## config.mk

```make
export PLATFORM = sky130hd
export DESIGN_NAME = hazard_ctrl_flat
export DESIGN_NICKNAME = d
export VERILOG_FILES = /design/src/rtl/hazard_ctrl_if.sv /design/src/rtl/hazard_ctrl.sv /design/src/flat_wrapper.sv
export SDC_FILE = /design/constraint.sdc
export NUM_CORES = 1
export LEC_CHECK = 0
export BUFFER_PORTS_ARGS = -buffer_cell sky130_fd_sc_hd__buf_2
export CAP_MARGIN = 30
export CORE_ASPECT_RATIO = 1.4
export CORE_MARGIN = 3
export CORE_UTILIZATION = 54
export CTS_BUF_LIST = sky130_fd_sc_hd__clkbuf_4 sky130_fd_sc_hd__clkbuf_8
export DETAILED_ROUTE_END_ITERATION = 10
export PLACE_DENSITY = 0.8
export REMOVE_ABC_BUFFERS = 1
export SLEW_MARGIN = 20
export SYNTH_ARGS = -nofsm -noshare
export SYNTH_HDL_FRONTEND = slang
export SYNTH_SLANG_ARGS = --single-unit
export TNS_END_PERCENT = 1
```

## constraint.sdc

```tcl
create_clock -name clk -period 2.45 [get_ports clk]
set_clock_uncertainty 0.05 [all_clocks]
set_input_delay 0.3675 -clock clk [delete_from_list [all_inputs] [get_ports clk]]
set_output_delay 0.3675 -clock clk [all_outputs]
set_load 0.01 [all_outputs]
```

## src/rtl/hazard_ctrl_if.sv

```systemverilog
// Pipeline <-> hazard controller signal bundle.
// The master side is the pipeline datapath; the slave side is hazard_ctrl.
interface hazard_ctrl_if #(
  parameter int unsigned CNT_W = 32
);
  localparam int unsigned REG_W = 5;

  logic [REG_W-1:0] rs1_D;
  logic [REG_W-1:0] rs2_D;
  logic [REG_W-1:0] rd_E;
  logic             load_E;
  logic             pc_src_E;
  logic             md_start_E;
  logic             md_done;

  logic             stall_F;
  logic             stall_D;
  logic             stall_E;
  logic             flush_D;
  logic             flush_E;
  logic             flush_M;
  logic             md_busy;
  logic             md_err;
  logic [CNT_W-1:0] stall_cnt;

  modport master (
    output rs1_D, rs2_D, rd_E, load_E, pc_src_E, md_start_E, md_done,
    input  stall_F, stall_D, stall_E, flush_D, flush_E, flush_M,
    input  md_busy, md_err, stall_cnt
  );

  modport slave (
    input  rs1_D, rs2_D, rd_E, load_E, pc_src_E, md_start_E, md_done,
    output stall_F, stall_D, stall_E, flush_D, flush_E, flush_M,
    output md_busy, md_err, stall_cnt
  );
endinterface

```

## src/rtl/hazard_ctrl.sv

```systemverilog
// Pipeline hazard controller: mul/div wait with timeout, branch flush, load-use stall.
// Stall/flush controls are combinational so they act in the cycle the hazard is seen.
module hazard_ctrl #(
  parameter int unsigned MD_TIMEOUT = 64,
  parameter int unsigned CNT_W      = 32
) (
  input  logic         clk,
  input  logic         rst_n,
  hazard_ctrl_if.slave hz
);
  localparam int unsigned WAIT_W = $clog2(MD_TIMEOUT) + 1;
  localparam logic [WAIT_W-1:0] WAIT_LAST = WAIT_W'(MD_TIMEOUT - 1);

  typedef enum logic {RUN = 1'b0, MD_WAIT = 1'b1} state_t;

  state_t            state_q, state_d;
  logic [WAIT_W-1:0] wait_q, wait_d;
  logic              md_err_q, md_err_d;
  logic [CNT_W-1:0]  cnt_q, cnt_d;

  logic stall_f, stall_d, stall_e;
  logic flush_d, flush_e, flush_m;
  logic busy;
  logic load_use;

  assign load_use = hz.load_E && (hz.rd_E != 5'd0) &&
                    ((hz.rd_E == hz.rs1_D) || (hz.rd_E == hz.rs2_D));

  // Next state and controls; everything held low while reset is asserted.
  always_comb begin
    state_d  = state_q;
    wait_d   = wait_q;
    md_err_d = md_err_q;
    stall_f  = 1'b0;
    stall_d  = 1'b0;
    stall_e  = 1'b0;
    flush_d  = 1'b0;
    flush_e  = 1'b0;
    flush_m  = 1'b0;
    busy     = 1'b0;
    if (rst_n) begin
      unique case (state_q)
        RUN: begin
          if (hz.md_start_E) begin
            stall_f = 1'b1;
            stall_d = 1'b1;
            stall_e = 1'b1;
            flush_m = 1'b1;
            wait_d  = '0;
            state_d = MD_WAIT;
          end else if (hz.pc_src_E) begin
            flush_d = 1'b1;
            flush_e = 1'b1;
          end else if (load_use) begin
            stall_f = 1'b1;
            stall_d = 1'b1;
            flush_e = 1'b1;
          end
        end
        MD_WAIT: begin
          if (hz.md_done) begin
            // Result arrives: release the pipeline in this same cycle.
            state_d = RUN;
          end else begin
            stall_f = 1'b1;
            stall_d = 1'b1;
            stall_e = 1'b1;
            flush_m = 1'b1;
            busy    = 1'b1;
            if (wait_q == WAIT_LAST) begin
              md_err_d = 1'b1;
              state_d  = RUN;
            end else begin
              wait_d = wait_q + WAIT_W'(1);
            end
          end
        end
        default: state_d = RUN;
      endcase
    end
  end

  // Saturating count of fetch-stall cycles.
  always_comb begin
    cnt_d = cnt_q;
    if (stall_f && (cnt_q != {CNT_W{1'b1}})) begin
      cnt_d = cnt_q + CNT_W'(1);
    end
  end

  always_ff @(posedge clk or negedge rst_n) begin
    if (!rst_n) begin
      state_q  <= RUN;
      wait_q   <= '0;
      md_err_q <= 1'b0;
      cnt_q    <= '0;
    end else begin
      state_q  <= state_d;
      wait_q   <= wait_d;
      md_err_q <= md_err_d;
      cnt_q    <= cnt_d;
    end
  end

  assign hz.stall_F   = stall_f;
  assign hz.stall_D   = stall_d;
  assign hz.stall_E   = stall_e;
  assign hz.flush_D   = flush_d;
  assign hz.flush_E   = flush_e;
  assign hz.flush_M   = flush_m;
  assign hz.md_busy   = busy;
  assign hz.md_err    = md_err_q;
  assign hz.stall_cnt = cnt_q;
endmodule

```

## src/flat_wrapper.sv

```systemverilog
// flat-port wrapper written by rule: the top's interface ports become plain ports
module hazard_ctrl_flat 
#(
  parameter int unsigned MD_TIMEOUT = 64,
  parameter int unsigned CNT_W      = 32
)
  (clk, rst_n, hz_rs1_D, hz_rs2_D, hz_rd_E, hz_load_E, hz_pc_src_E, hz_md_start_E, hz_md_done, hz_stall_F, hz_stall_D, hz_stall_E, hz_flush_D, hz_flush_E, hz_flush_M, hz_md_busy, hz_md_err, hz_stall_cnt);
  hazard_ctrl_if #(.CNT_W(CNT_W)) hz_i ();
  input  logic clk;
  input  logic rst_n;
  input wire logic [$bits(hz_i.rs1_D)-1:0] hz_rs1_D;
  input wire logic [$bits(hz_i.rs2_D)-1:0] hz_rs2_D;
  input wire logic [$bits(hz_i.rd_E)-1:0] hz_rd_E;
  input wire logic [$bits(hz_i.load_E)-1:0] hz_load_E;
  input wire logic [$bits(hz_i.pc_src_E)-1:0] hz_pc_src_E;
  input wire logic [$bits(hz_i.md_start_E)-1:0] hz_md_start_E;
  input wire logic [$bits(hz_i.md_done)-1:0] hz_md_done;
  output wire logic [$bits(hz_i.stall_F)-1:0] hz_stall_F;
  output wire logic [$bits(hz_i.stall_D)-1:0] hz_stall_D;
  output wire logic [$bits(hz_i.stall_E)-1:0] hz_stall_E;
  output wire logic [$bits(hz_i.flush_D)-1:0] hz_flush_D;
  output wire logic [$bits(hz_i.flush_E)-1:0] hz_flush_E;
  output wire logic [$bits(hz_i.flush_M)-1:0] hz_flush_M;
  output wire logic [$bits(hz_i.md_busy)-1:0] hz_md_busy;
  output wire logic [$bits(hz_i.md_err)-1:0] hz_md_err;
  output wire logic [$bits(hz_i.stall_cnt)-1:0] hz_stall_cnt;
  assign hz_i.rs1_D = hz_rs1_D;
  assign hz_i.rs2_D = hz_rs2_D;
  assign hz_i.rd_E = hz_rd_E;
  assign hz_i.load_E = hz_load_E;
  assign hz_i.pc_src_E = hz_pc_src_E;
  assign hz_i.md_start_E = hz_md_start_E;
  assign hz_i.md_done = hz_md_done;
  assign hz_stall_F = hz_i.stall_F;
  assign hz_stall_D = hz_i.stall_D;
  assign hz_stall_E = hz_i.stall_E;
  assign hz_flush_D = hz_i.flush_D;
  assign hz_flush_E = hz_i.flush_E;
  assign hz_flush_M = hz_i.flush_M;
  assign hz_md_busy = hz_i.md_busy;
  assign hz_md_err = hz_i.md_err;
  assign hz_stall_cnt = hz_i.stall_cnt;
  hazard_ctrl #(.MD_TIMEOUT(MD_TIMEOUT), .CNT_W(CNT_W)) u_core (.clk(clk), .rst_n(rst_n), .hz(hz_i));
endmodule
```

Yosys cells after proc, flatten, opt, wreduce, memory -nomap -nowiden
Cells that the tools add are included.
Cells by class
  bitwise operators: 2
  reduce and logical (&&, ||, !) cells: 7
  mux-type cells: 26
  add/sub/neg operators: 2
  equality and inequality tests: 7
Operator list (count)
  $add 32x1->32 const B: 1
  $ne 32x32->1 const B: 1
  $mux 7: 3
  $mux 1: 19
  $pmux 7 s2: 1
  $eq 5x5->1: 2
  $reduce_and 4->1: 2
  $add 7x1->7 const B: 1
  $eq 7x6->1 const B: 1
  $ne 2x2->1 const B: 3
  $pmux 1 s2: 3
  $reduce_bool 5->1: 1
  $logic_and 1x1->1: 3
  $not 1->1: 2
  $logic_or 1x1->1: 1
Word-level totals
  output and inout bits: 40
  logic and storage cells: 48
  bits in registers: 41
  input bits: 21

Longest topological paths before layout
  word-level depth: 9
  gate-level depth with buffers: 10
  depth with buffers taken out: 7

Least setup slack after synthesis
Ideal clock, no wire load.
  kind: reg2reg
  start: register u_core.cnt_q[0] (netlist: u_core.hz.stall_cnt[0])
  end: register u_core.cnt_q[8] (netlist: u_core.hz.stall_cnt[8])
  clock period less this slack: 1998 ps
  data arrival time: 1868 ps
  path slack: 452 ps
  cell stages (with the launch flop): 10
  data required time: 2320 ps
  path buffers: 2
  path through: dfrtp_1 -> ha_1 -> nand3_2 -> nor4_2 -> nand3_1 -> and3_1 -> buf_6 -> buf_8 -> nand4_1 -> xnor2_1
Between the ends
  cells in the longest elaborated chain, start to end: 2
  elaborated cells between the ends (all ways): 3
  those cells by class: 1 x add/sub; 1 x eq/ne; 1 x reduce/logical
Ends and longest elaborated chain
  from (decl): line hazard_ctrl.sv:19  | logic [CNT_W-1:0] cnt_q, cnt_d;
  from (signal assigned): line hazard_ctrl.sv:101  | cnt_q <= cnt_d;
  branches (longest 2 deep; another with $add 32x1->32)
Parallel ways; which one is timed is not known.
A chain may end at the register's enable or synchronous reset.

Final worst setup path
  start: register u_core.state_q
  end: output port hz_stall_D
Between the ends
  cells in the longest elaborated chain, start to end: 3
Ends and longest elaborated chain
  from (decl): line hazard_ctrl.sv:16  | state_t state_q, state_d;
  from (signal assigned): line hazard_ctrl.sv:98  | state_q <= state_d;
  $not 1->1: line hazard_ctrl.sv:42  | unique case (state_q)
  $pmux 1 s2 *: line hazard_ctrl.sv:42
  $mux 1 *: line hazard_ctrl.sv:41  | if (rst_n) begin
  to (decl): line flat_wrapper.sv:19  | output wire logic [$bits(hz_i.stall_D)-1:0] hz_stall_D;
Every way passes the cells marked *; elsewhere a longest branch is shown, timed or not.

==> metrics.yaml <==
outcome: "completed"
path_class: "register to output port"
gr-usage-all-layers_pct: 21.2
cts-root-buf: "clkbuf_8"
antenna_found_initial: 0
ys_seq_area_share_pct: 45.4
dpl.hpwl_um: 3660
min_period_over_period_pct: 91.8
max_cap_viol_count: 0
ctsHoldBuffers: 0
cts_buffers: 5
relSlewSlack_pct: 59.3
reg2reg_setup_slack_ns: 0.26
grt_pass1_wl_um: 7960
clock_latency_ns: 0.29
rsz0062_at_grt: "false"
cp_slowest_stage_delay_ns: 0.50
cpMaxStageDelayCell: "dfrtp_1"
synthTopCellsByArea: "dfrtp_1, xnor2_1, xor2_1"
multi_input_area_mm2: 0.00115
grt-ovfl-total: 0
drc_errors: 0
die_h_um: 82.5
drtIter0Drc: 51
path_cells: "nor2b_4 > o21ai_2 > inv_2 > a31o_2 > and2_1 > buf_2"
synth-seq-cells: 41
fin_total_pwr_mw: 1.49
reg2regPathDepth: 7
routed_via_density: 5.76
synth_top_area_share_pct: 45.4
required_ns: 2.03
fin_crit_ns: 2.25
routed_wl_um: 4850
area_growth_pct: 18.4
post_cts_buffers: 0
pin_count: 61
reg2reg_from: "u_core.hz.stall_cnt[0]"
syn_inst: 228
use_met3_pct: 4.98
synth_area_per_cell_um2: 9.91
fin_setup_tns_ns: 0
worst_slew_pin_slew_ns: 0.610
cp_data_arrival_time_ns: 1.83
final_area_mm2: 0.00268
numPortBuffers: 60
synthFlopType: "dfrtp_1"
start_util_pct: 56.7
worstSetupStartpointType: "register"
fill_cells: 327
cts_buffer_depth: 2
wl_per_cell_um: 14.4
drv_slew: 0
seqCellArea_mm2: 0.00103
power.density_mw_per_mm2: 556
vias: 1934
synth_edf_count: 0
drive_above_1_share_pct: 29.4
cts_tree: "done"
worstReg2RegEnd: "u_core.hz.stall_cnt[11]"
hp-class: "primary input to asynchronous set/reset pin"
cellLeakagePower_nw: 1.30
gp_congestion: 0.864
async_reset_ff_share_pct: 100
crit_fanout: 11
dieArea_mm2: 0.00501
coreArea_mm2: 0.00399
fmax_ghz: 0.444
grt.busiest_layer: "met2"
clock-sinks: 41
placed_area_mm2: 0.00259
critPathCaptureType: "output port"
firstDrtPassIters: 4
use_met2_pct: 38.0
grt_max_degree: 24
cts_resized: 0
worst_ir_drop_vdd_v: 0.000536
row_count: 27
grtUsageMet1_pct: 24.5
n_antenna_cell: 0
fp.dieW_um: 60.7
htreeDepth: 2
synth_cell_types: 41
hold_violations: 0
grt_pass1_vias: 1791
cts.clk_slew.worst_paths_ns: 0.08
yosys_warnings: 0
synth_top_area_cell: "dfrtp_1"
final_antenna_net_count: 0
finalSetupViolCount: 0
finalNetCount: 316
syn_area_mm2: 0.00226
## per-layer routing
metal	part of all wire, %	wire [um]
met1	41	2010
met5	0	0
met2	51	2470
met4	1.2	57
met3	6.5	316
## per-stage QoR
| stage | utilization (%) | setup slack, ns | hold WS, ns | cells |
|---|---|---|---|---|
| after global routing | 67.1 | 0.0705 | 0.0775 | 336 |
| after floorplan | - | 0.447 | 0.0219 | 221 |
| final | 67.1 | 0.200 | 0.0631 | 336 |
| after detailed placement | 64.9 | 0.174 | 0.376 | 329 |
| after global placement | 64.9 | 0.252 | 0.377 | 329 |
| after CTS | 67.1 | 0.179 | 0.0614 | 336 |
## cells in the final DEF, fill, tap and decap left out, types with 5 or more instances in the layout
master and instances:
buf_2 60, dfrtp_1 41, nand2_1 32, xnor2_1 29, nand4_1 17, xor2_1 16
nand3_1 13, nor2_1 12, nor3_1 9, nor4_1 6, and3_1 6, clkbuf_8 6
inv_1 5, buf_4 5
## cell type report
class                           instances  share of cell area (%)
Multi-Input combinational cell        174                    42.8
Sequential cell                        41                    38.3
Timing Repair Buffer                   65                    12.6
Clock buffer                            6                    3.09
Tap cell                               43                    2.01
Inverter                                6                   0.842
Clock inverter                          1                   0.281
## power by group
group	switching (mW)	total, mW	internal, mW
combinational	0.139	0.252	0.113
sequential	0.0728	0.798	0.726
clock	0.216	0.439	0.222
## synthesized netlist by cell type, types with 2 or more instances
master    instances
ha_1              2
dfrtp_1          41
nand4_1          17
nor4_2            3
nor4b_1           2
nor4_1            6
o21ai_0           3
buf_6             2
nand3_1          13
nand3_2           3
inv_1             5
and3_1            6
xnor2_1          29
nand2_1          32
xor2_1           16
nor3_1            9
buf_4             3
nand3b_1          2
nor2_1           12
## flip-flops by register name (all words and copies together) (netlist names)
name and flops:
u_core.hz.md_err 1, u_core.hz.stall_cnt 32, u_core.state_q 1, u_core.wait_q 7
## cell families after synthesis
logic type      count (synthesis)  synth area share [%]
simple gates                  115                  28.6
xor+xnor                       45                  17.4
flops                          41                  45.4
buf+inv                        13                  3.88
compound gates                 12                  3.60
fa+ha+maj                       2                  1.11
## critical path, delay by kind of cell (launching register included)
kind,cells,cell delay (ns)
buffers and inverters,2,0.23
AO/OA/AOI/OAI,2,0.43
flip-flops,1,0.50
AND/OR/NAND/NOR,2,0.38
## worst max-delay path by stage
stage / start / end / slack [ns] / cells after the start
after global placement: hz_rd_E[4] / u_core.hz.stall_cnt[11] / 0.25 / 7
after floorplan: u_core.hz.stall_cnt[0] / u_core.hz.stall_cnt[30] / 0.45 / 6
final: u_core.state_q / hz_stall_D / 0.20 / 6
after global routing: u_core.hz.stall_cnt[0] / u_core.hz.stall_cnt[13] / 0.07 / 7
after CTS: u_core.state_q / hz_stall_D / 0.18 / 6
after detailed placement: hz_rd_E[0] / u_core.hz.stall_cnt[11] / 0.17 / 7
(Power assumes the default switching activity.)
